## src/rtl/apple2_video_pkg.sv

```systemverilog
// Shared constants, character classes and pipeline payload for the Apple II text scanout.
package apple2_video_pkg;

  localparam int unsigned GLYPH_W  = 8;
  localparam int unsigned GLYPH_H  = 8;
  localparam int unsigned PIPE_LAT = 4;

  localparam logic [23:0] DEF_FG_RGB     = 24'hFFFFFF;
  localparam logic [23:0] DEF_BG_RGB     = 24'h30B030;
  localparam logic [23:0] DEF_BORDER_RGB = 24'h000000;

  typedef enum logic [1:0] {
    CLS_INVERSE = 2'b00,
    CLS_FLASH   = 2'b01,
    CLS_NORMAL  = 2'b10
  } char_cls_e;

  // Per-pixel side information carried alongside the VRAM/font fetches
  typedef struct packed {
    logic      de;
    logic      hs;
    logic      vs;
    logic      show;
    logic [2:0] glyph_row;
    logic [2:0] bit_idx;
    char_cls_e cls;
  } pix_meta_t;

  function automatic char_cls_e classify(input logic [7:0] code);
    case (code[7:6])
      2'b00:   return CLS_INVERSE;
      2'b01:   return CLS_FLASH;
      default: return CLS_NORMAL;
    endcase
  endfunction

endpackage

```

## src/rtl/apple2_flash_timer.sv

```systemverilog
// Frame-boundary logic: vs rising-edge detect, flash frame counter/phase and page latch.
module apple2_flash_timer #(
  parameter int unsigned FLASH_FRAMES = 16
) (
  input  logic pix_clk,
  input  logic rst,
  input  logic vs,
  input  logic page,
  output logic flash_phase,
  output logic page_q
);

  localparam int unsigned CNT_W = (FLASH_FRAMES > 1) ? $clog2(FLASH_FRAMES) : 1;
  localparam logic [CNT_W-1:0] LAST = CNT_W'(FLASH_FRAMES - 1);

  logic             vs_q;
  logic [CNT_W-1:0] frame_cnt;

  always_ff @(posedge pix_clk) begin
    if (rst) begin
      vs_q        <= 1'b0;
      frame_cnt   <= '0;
      flash_phase <= 1'b0;
      page_q      <= 1'b0;
    end else begin
      vs_q <= vs;
      if (vs && !vs_q) begin
        page_q <= page;
        if (frame_cnt == LAST) begin
          frame_cnt   <= '0;
          flash_phase <= ~flash_phase;
        end else begin
          frame_cnt <= frame_cnt + CNT_W'(1);
        end
      end
    end
  end

endmodule

```

## src/rtl/apple2_text_scanout.sv

```systemverilog
// Apple II style text-mode scanout: beam position -> VRAM -> font ROM -> RGB, four-stage pipeline.
module apple2_text_scanout
  import apple2_video_pkg::*;
#(
  parameter int unsigned COLS         = 40,
  parameter int unsigned ROWS         = 24,
  parameter int unsigned H_SCALE      = 2,
  parameter int unsigned V_SCALE      = 2,
  parameter logic [15:0] BASE_ADDR    = 16'h0400,
  parameter logic [15:0] PAGE_STRIDE  = 16'h0400,
  parameter int unsigned FLASH_FRAMES = 16,
  parameter logic [23:0] FG_RGB       = DEF_FG_RGB,
  parameter logic [23:0] BG_RGB       = DEF_BG_RGB,
  parameter logic [23:0] BORDER_RGB   = DEF_BORDER_RGB
) (
  input  logic               i_pix_clk,
  input  logic               i_rst,
  input  logic               i_de,
  input  logic               i_hs,
  input  logic               i_vs,
  input  logic signed [15:0] i_sx,
  input  logic signed [15:0] i_sy,
  input  logic               i_page,
  input  logic               i_enable,
  output logic [15:0]        o_vram_addr,
  output logic               o_vram_en,
  input  logic [7:0]         i_vram_data,
  output logic [9:0]         o_font_addr,
  input  logic [7:0]         i_font_data,
  output logic [7:0]         o_r,
  output logic [7:0]         o_g,
  output logic [7:0]         o_b,
  output logic               o_de,
  output logic               o_hs,
  output logic               o_vs
);

  localparam int unsigned CELL_W = GLYPH_W * H_SCALE;
  localparam int unsigned CELL_H = GLYPH_H * V_SCALE;
  localparam int unsigned WIN_W  = COLS * CELL_W;
  localparam int unsigned WIN_H  = ROWS * CELL_H;

  logic               s0_de, s0_hs, s0_vs, s0_en;
  logic signed [15:0] s0_sx, s0_sy;
  pix_meta_t          meta_q [PIPE_LAT-1];
  logic [7:0]         font_q;
  logic               flash_phase, page_q;

  logic [15:0] sx_u, sy_u, page_base;
  logic        in_win, fetch_c;
  int unsigned col, trow;
  logic [2:0]  glyph_row, bit_idx;
  logic [15:0] vram_addr_c;
  pix_meta_t   m1_c, m2_c;
  logic        font_bit, inverse, pixel_on;
  logic [23:0] rgb_c;

  apple2_flash_timer #(
    .FLASH_FRAMES(FLASH_FRAMES)
  ) u_flash_timer (
    .pix_clk     (i_pix_clk),
    .rst         (i_rst),
    .vs          (i_vs),
    .page        (i_page),
    .flash_phase (flash_phase),
    .page_q      (page_q)
  );

  // Decode the sampled beam position into window flag, cell coordinates and VRAM address
  always_comb begin
    sx_u      = s0_sx;
    sy_u      = s0_sy;
    in_win    = !s0_sx[15] && !s0_sy[15] && (32'(sx_u) < WIN_W) && (32'(sy_u) < WIN_H);
    col       = 32'(sx_u) / CELL_W;
    trow      = 32'(sy_u) / CELL_H;
    if (col > COLS - 1)  col  = COLS - 1;
    if (trow > ROWS - 1) trow = ROWS - 1;
    glyph_row = 3'((32'(sy_u) / V_SCALE) % GLYPH_H);
    bit_idx   = 3'((32'(sx_u) / H_SCALE) % GLYPH_W);
    page_base = BASE_ADDR + (page_q ? PAGE_STRIDE : 16'h0000);
    // Apple II interleave: eight 128-byte groups, three 40-byte rows per group
    vram_addr_c = page_base + 16'(128 * (trow % 8)) + 16'(40 * (trow / 8)) + 16'(col);
    fetch_c   = s0_de && s0_en && in_win;
    m1_c      = '{de: s0_de, hs: s0_hs, vs: s0_vs, show: in_win && s0_en,
                  glyph_row: glyph_row, bit_idx: bit_idx, cls: CLS_NORMAL};
    m2_c      = meta_q[0];
    m2_c.cls  = classify(i_vram_data);
  end

  // Final pixel colour from the fetched glyph row
  always_comb begin
    font_bit = font_q[~meta_q[2].bit_idx];
    case (meta_q[2].cls)
      CLS_INVERSE: inverse = 1'b1;
      CLS_FLASH:   inverse = flash_phase;
      default:     inverse = 1'b0;
    endcase
    pixel_on = font_bit ^ inverse;
    if (!meta_q[2].de)        rgb_c = 24'h000000;
    else if (!meta_q[2].show) rgb_c = BORDER_RGB;
    else if (pixel_on)        rgb_c = FG_RGB;
    else                      rgb_c = BG_RGB;
  end

  always_ff @(posedge i_pix_clk) begin
    if (i_rst) begin
      s0_de       <= 1'b0;
      s0_hs       <= 1'b0;
      s0_vs       <= 1'b0;
      s0_en       <= 1'b0;
      s0_sx       <= '0;
      s0_sy       <= '0;
      for (int i = 0; i < int'(PIPE_LAT) - 1; i++) meta_q[i] <= '0;
      font_q      <= '0;
      o_vram_addr <= BASE_ADDR;
      o_vram_en   <= 1'b0;
      o_font_addr <= '0;
      {o_r, o_g, o_b} <= 24'h000000;
      o_de        <= 1'b0;
      o_hs        <= 1'b0;
      o_vs        <= 1'b0;
    end else begin
      s0_de <= i_de;
      s0_hs <= i_hs;
      s0_vs <= i_vs;
      s0_en <= i_enable;
      s0_sx <= i_sx;
      s0_sy <= i_sy;

      o_vram_en <= fetch_c;
      if (fetch_c) o_vram_addr <= vram_addr_c;
      meta_q[0] <= m1_c;

      o_font_addr <= {i_vram_data[6:0], meta_q[0].glyph_row};
      meta_q[1]   <= m2_c;

      font_q    <= i_font_data;
      meta_q[2] <= meta_q[1];

      {o_r, o_g, o_b} <= rgb_c;
      o_de <= meta_q[2].de;
      o_hs <= meta_q[2].hs;
      o_vs <= meta_q[2].vs;
    end
  end

endmodule

```

## config.mk

```make
export PLATFORM = sky130hd
export DESIGN_NAME = apple2_text_scanout
export DESIGN_NICKNAME = d
export VERILOG_FILES = /design/src/rtl/apple2_video_pkg.sv /design/src/rtl/apple2_flash_timer.sv /design/src/rtl/apple2_text_scanout.sv
export SDC_FILE = /design/constraint.sdc
export NUM_CORES = 1
export LEC_CHECK = 0
export ABC_AREA = 1
export BUFFER_PORTS_ARGS = -buffer_cell sky130_fd_sc_hd__clkbuf_2
export CORE_MARGIN = 1
export CORE_UTILIZATION = 51
export DETAILED_ROUTE_END_ITERATION = 10
export GPL_ROUTABILITY_DRIVEN = 0
export PLACE_DENSITY = 0.81
export SYNTH_ARGS = -nofsm -noshare
export SYNTH_HDL_FRONTEND = slang
export SYNTH_SLANG_ARGS = --single-unit
```

## constraint.sdc

```tcl
create_clock -name i_pix_clk -period 3.8 [get_ports i_pix_clk]
set_input_delay 0.57 -clock i_pix_clk [delete_from_list [all_inputs] [get_ports i_pix_clk]]
set_output_delay 0.57 -clock i_pix_clk [all_outputs]
set_load 0.02 [all_outputs]
```

==> flow_summary_export.csv <==
group,metric,value,unit
run_status,run_status,"complete, but fails checks",
run_status,violations,"DRC",
setup_path,critPathSlowestCell,"fa_1",
final_layout,layout_commonest_cell,"inv_1",
grt,grt_pass1_wl,13.2,mm
clock_network,cts_made_buffers,9,
clock_network,cts.repair.resized,0,
final_layout,final_cell_mix,"inv_1 (126), nor2_1 (116), dfxtp_1 (108)",
sta,fin_tns_setup,0,ns
hold_path,hold-path-cell-count,3,
setup_path,path_buf_inv,1,
placement,pre_cts_ws,0.294,ns
setup_path,arrival,3.70,ns
floorplan,die_w,98.2,µm
final_layout,antennaDiodeCount,0,
setup_path,path_class,"reg2reg",
power_and_ir_drop,total_power,2.42,mW
setup_path,r2r_slack,0.32,ns
sta,fin_crit_sh,91.6,%
clock_network,clk_path_buf_depth,2,
clock_network,postCtsSetupBuffers,0,
clock_network,h-tree-depth,3,
floorplan,die_area,9650,µm²
placement,placed_cell_area,5210,µm²
clock_network,cts_tree,"done",
sta,hold_violations,0,
synthesis,yosys_warnings,0,
setup_path,cp-start-kind,"flop",
placement,port_buffers,106,
floorplan,start_util,53.4,%
power_and_ir_drop,p_leak,2.96,nW
setup_path,crit_top_cell,"ha_1",
final_layout,seq_area,2160,µm²
routing,avgRoutedWirePerCell,9.48,µm
final_layout,area_delta_synth_final,14.1,%
sta,setup_violations,0,
setup_path,crit_required,4.02,ns
synthesis,ys_ff_latch,108,
sta,tightest_slew,0.909,ns
routing,finalWirelength,7.67,mm
floorplan,num_rows,34,
final_layout,final_area,5390,µm²
setup_path,rr_endpoint,"o_vram_addr[9]",
routing,top_layer_used,"met4",
clock_network,clk_pin_slew,0.10,ns
sta,finalCriticalPeriod,3.48,ns
routing,drt_iter0_drc,126,
placement,place_inst,794,
grt,grt_pass1_vias,3201,
floorplan,core-area,8850,µm²
sta,finClkSkew,0.00586,ns
grt,grt.overflow.total,0,
synthesis,syn_avg_cell_area,7.88,µm²
sta,slew_violations,0,
synthesis,syn_area,4720,µm²
setup_path,reg2reg_depth,15,
final_layout,multiInputGateArea,1910,µm²
synthesis,netlist_instances,599,
clock_network,cts-root-buf,"clkbuf_8",
synthesis,synth_seq_area_share,45.8,%
sta,setup_ws,0.318,ns
final_layout,drive_above_1_share,18.8,%
setup_path,path_cells,"nor2_1, nand3_1, nor2_4, inv_1, or2_2, ha_1, ha_1, ha_1, ha_1, fa_1, nand2_1, nand2_1, xor2_1, nand2_1, a21oi_1",
routing,dr_wl_met2,3.56,mm
floorplan,die_y,98.2,µm
sta,slew_headroom,39.4,%
grt,antenna_found_initial,0,
power_and_ir_drop,p_per_area,449,nW/µm²
hold_path,min_to,"s0_sx[2]",
routing,drt_first_pass_iters,9,
sta,fmax,0.287,GHz
sta,rsz0062_at_grt,"no",
clock_network,clock_latency,0.36,ns
routing,viasPerCell,4.40,
hold_path,hold_path.class,"in2reg",
routing,met1_length,3.58,mm
setup_path,cpPeakStageDelay,0.50,ns
setup_path,cp_max_fo,6,
synthesis,synth_cell_type_count,29,
setup_path,end_kind,"flop",
job,maxCapViolations,0,
setup_path,r2r_start,"s0_sy[15]",
sta,hold_ws,0.379,ns
hold_path,hold_start,"i_sx[2]",
final_layout,final_cells,809,
floorplan,ios,109,
routing,drc,3,
routing,ant_nets,0,
final_layout,num-fill-cells,779,
clock_network,hold_buffers,0,
final_layout,num-nets-final,794,
routing,met3_length,337,µm
final_layout,utilization,60.9,%
grt,grt_max_degree,100,
routing,vias,3561,
clock_network,clkSinkCount,108,
power_and_ir_drop,peakVddDrop,0.231,mV
grt,grtUsageTotal,16.9,%
setup_path,cpLargestDelayFamily,"adder cells",
placement,hpwl,5.88,mm
[per-layer routing]
| metal | vias up | GRT usage [%] |
|---|---|---|
| li1 | 1926 | - |
| met2 | 94 | 29.6 |
| met5 | - | 0 |
| met3 | 15 | 2.93 |
| met4 | 0 | 8.15 |
| met1 | 1526 | 20.0 |
[cell type report]
cell class,instances,share of cell area (%)
inverters,127,8.87
repair buffers,106,9.90
clock inverters,6,0.906
multi-input cells,345,35.4
flip-flops and latches,108,40.1
clock buffers,9,2.30
well taps,108,2.51
[power by group]
group / total, mW / leakage (nW) / switching [mW] / internal, mW
clock network: 0.635 / 0.0893 / 0.391 / 0.244
registers: 1.18 / 0.887 / 0.0132 / 1.17
logic: 0.598 / 1.99 / 0.355 / 0.243
[cell usage after synthesis]
| library cell | n | share of area [%] |
|---|---|---|
| buf_4 | 25 | 4.0 |
| buf_6 | 1 | 0.24 |
| nand3_1 | 16 | 1.7 |
| ha_1 | 36 | 9.5 |
| nand3_4 | 1 | 0.37 |
| a21oi_2 | 2 | 0.37 |
| or2_2 | 5 | 0.66 |
| inv_1 | 126 | 10 |
| nor2_1 | 116 | 9.2 |
| dfxtp_1 | 108 | 46 |
| a21o_1 | 1 | 0.16 |
| clkbuf_1 | 6 | 0.48 |
| nor2_4 | 2 | 0.48 |
| xor2_1 | 6 | 1.1 |
| o211ai_1 | 1 | 0.16 |
| nand2_1 | 86 | 6.8 |
| o21ai_0 | 7 | 0.74 |
| xnor2_1 | 3 | 0.56 |
| conb_1 | 2 | 0.16 |
| nor3_1 | 2 | 0.21 |
| fa_1 | 6 | 2.5 |
| buf_2 | 2 | 0.21 |
| o21bai_1 | 2 | 0.32 |
| buf_1 | 3 | 0.24 |
| a21oi_1 | 23 | 2.4 |
| o21a_1 | 1 | 0.16 |
| nand4_1 | 7 | 0.93 |
| a31oi_1 | 2 | 0.26 |
| clkinv_2 | 1 | 0.11 |
[sequential cells by signal, indices dropped and copies added (netlist names), 2 cells and up]
name,count
meta_q,28
font_q,8
s0_sx,15
o_vram_addr,16
s0_sy,15
o_r,2
o_font_addr,10
u_flash_timer.frame_cnt,4
[tightest hold or removal path, stage by stage]
cell	delay, ns
clkbuf_2	0.08
inv_1	0.04
nor2_1	0.03
[logic make-up (layout without fill, tap and decap cells)]
group / Yosys count / in the layout / share of synthesized area, %
buf+inv: 164 / 248 / 15.3
xor+xnor: 9 / 9 / 1.67
fa+ha+maj: 42 / 42 / 12.1
compound gates: 39 / 39 / 4.61
other cells: 2 / 20 / 0.159
flops: 108 / 108 / 45.8
simple gates: 235 / 235 / 20.4
[how the worst max path moves through the flow]
stage	from	end	slack [ns]	cells past startpoint
global placement	s0_sy[15]	o_vram_addr[9]	0.35	15
global route	s0_sy[13]	o_vram_addr[11]	0.09	16
detailed placement	s0_sy[15]	o_vram_addr[9]	0.29	15
floorplan	s0_sy[13]	o_vram_addr[9]	0.59	15
CTS	s0_sy[14]	o_vram_addr[9]	0.28	15
finish	s0_sy[15]	o_vram_addr[9]	0.32	15
No activity file was read; power rests on OpenSTA's default activity.
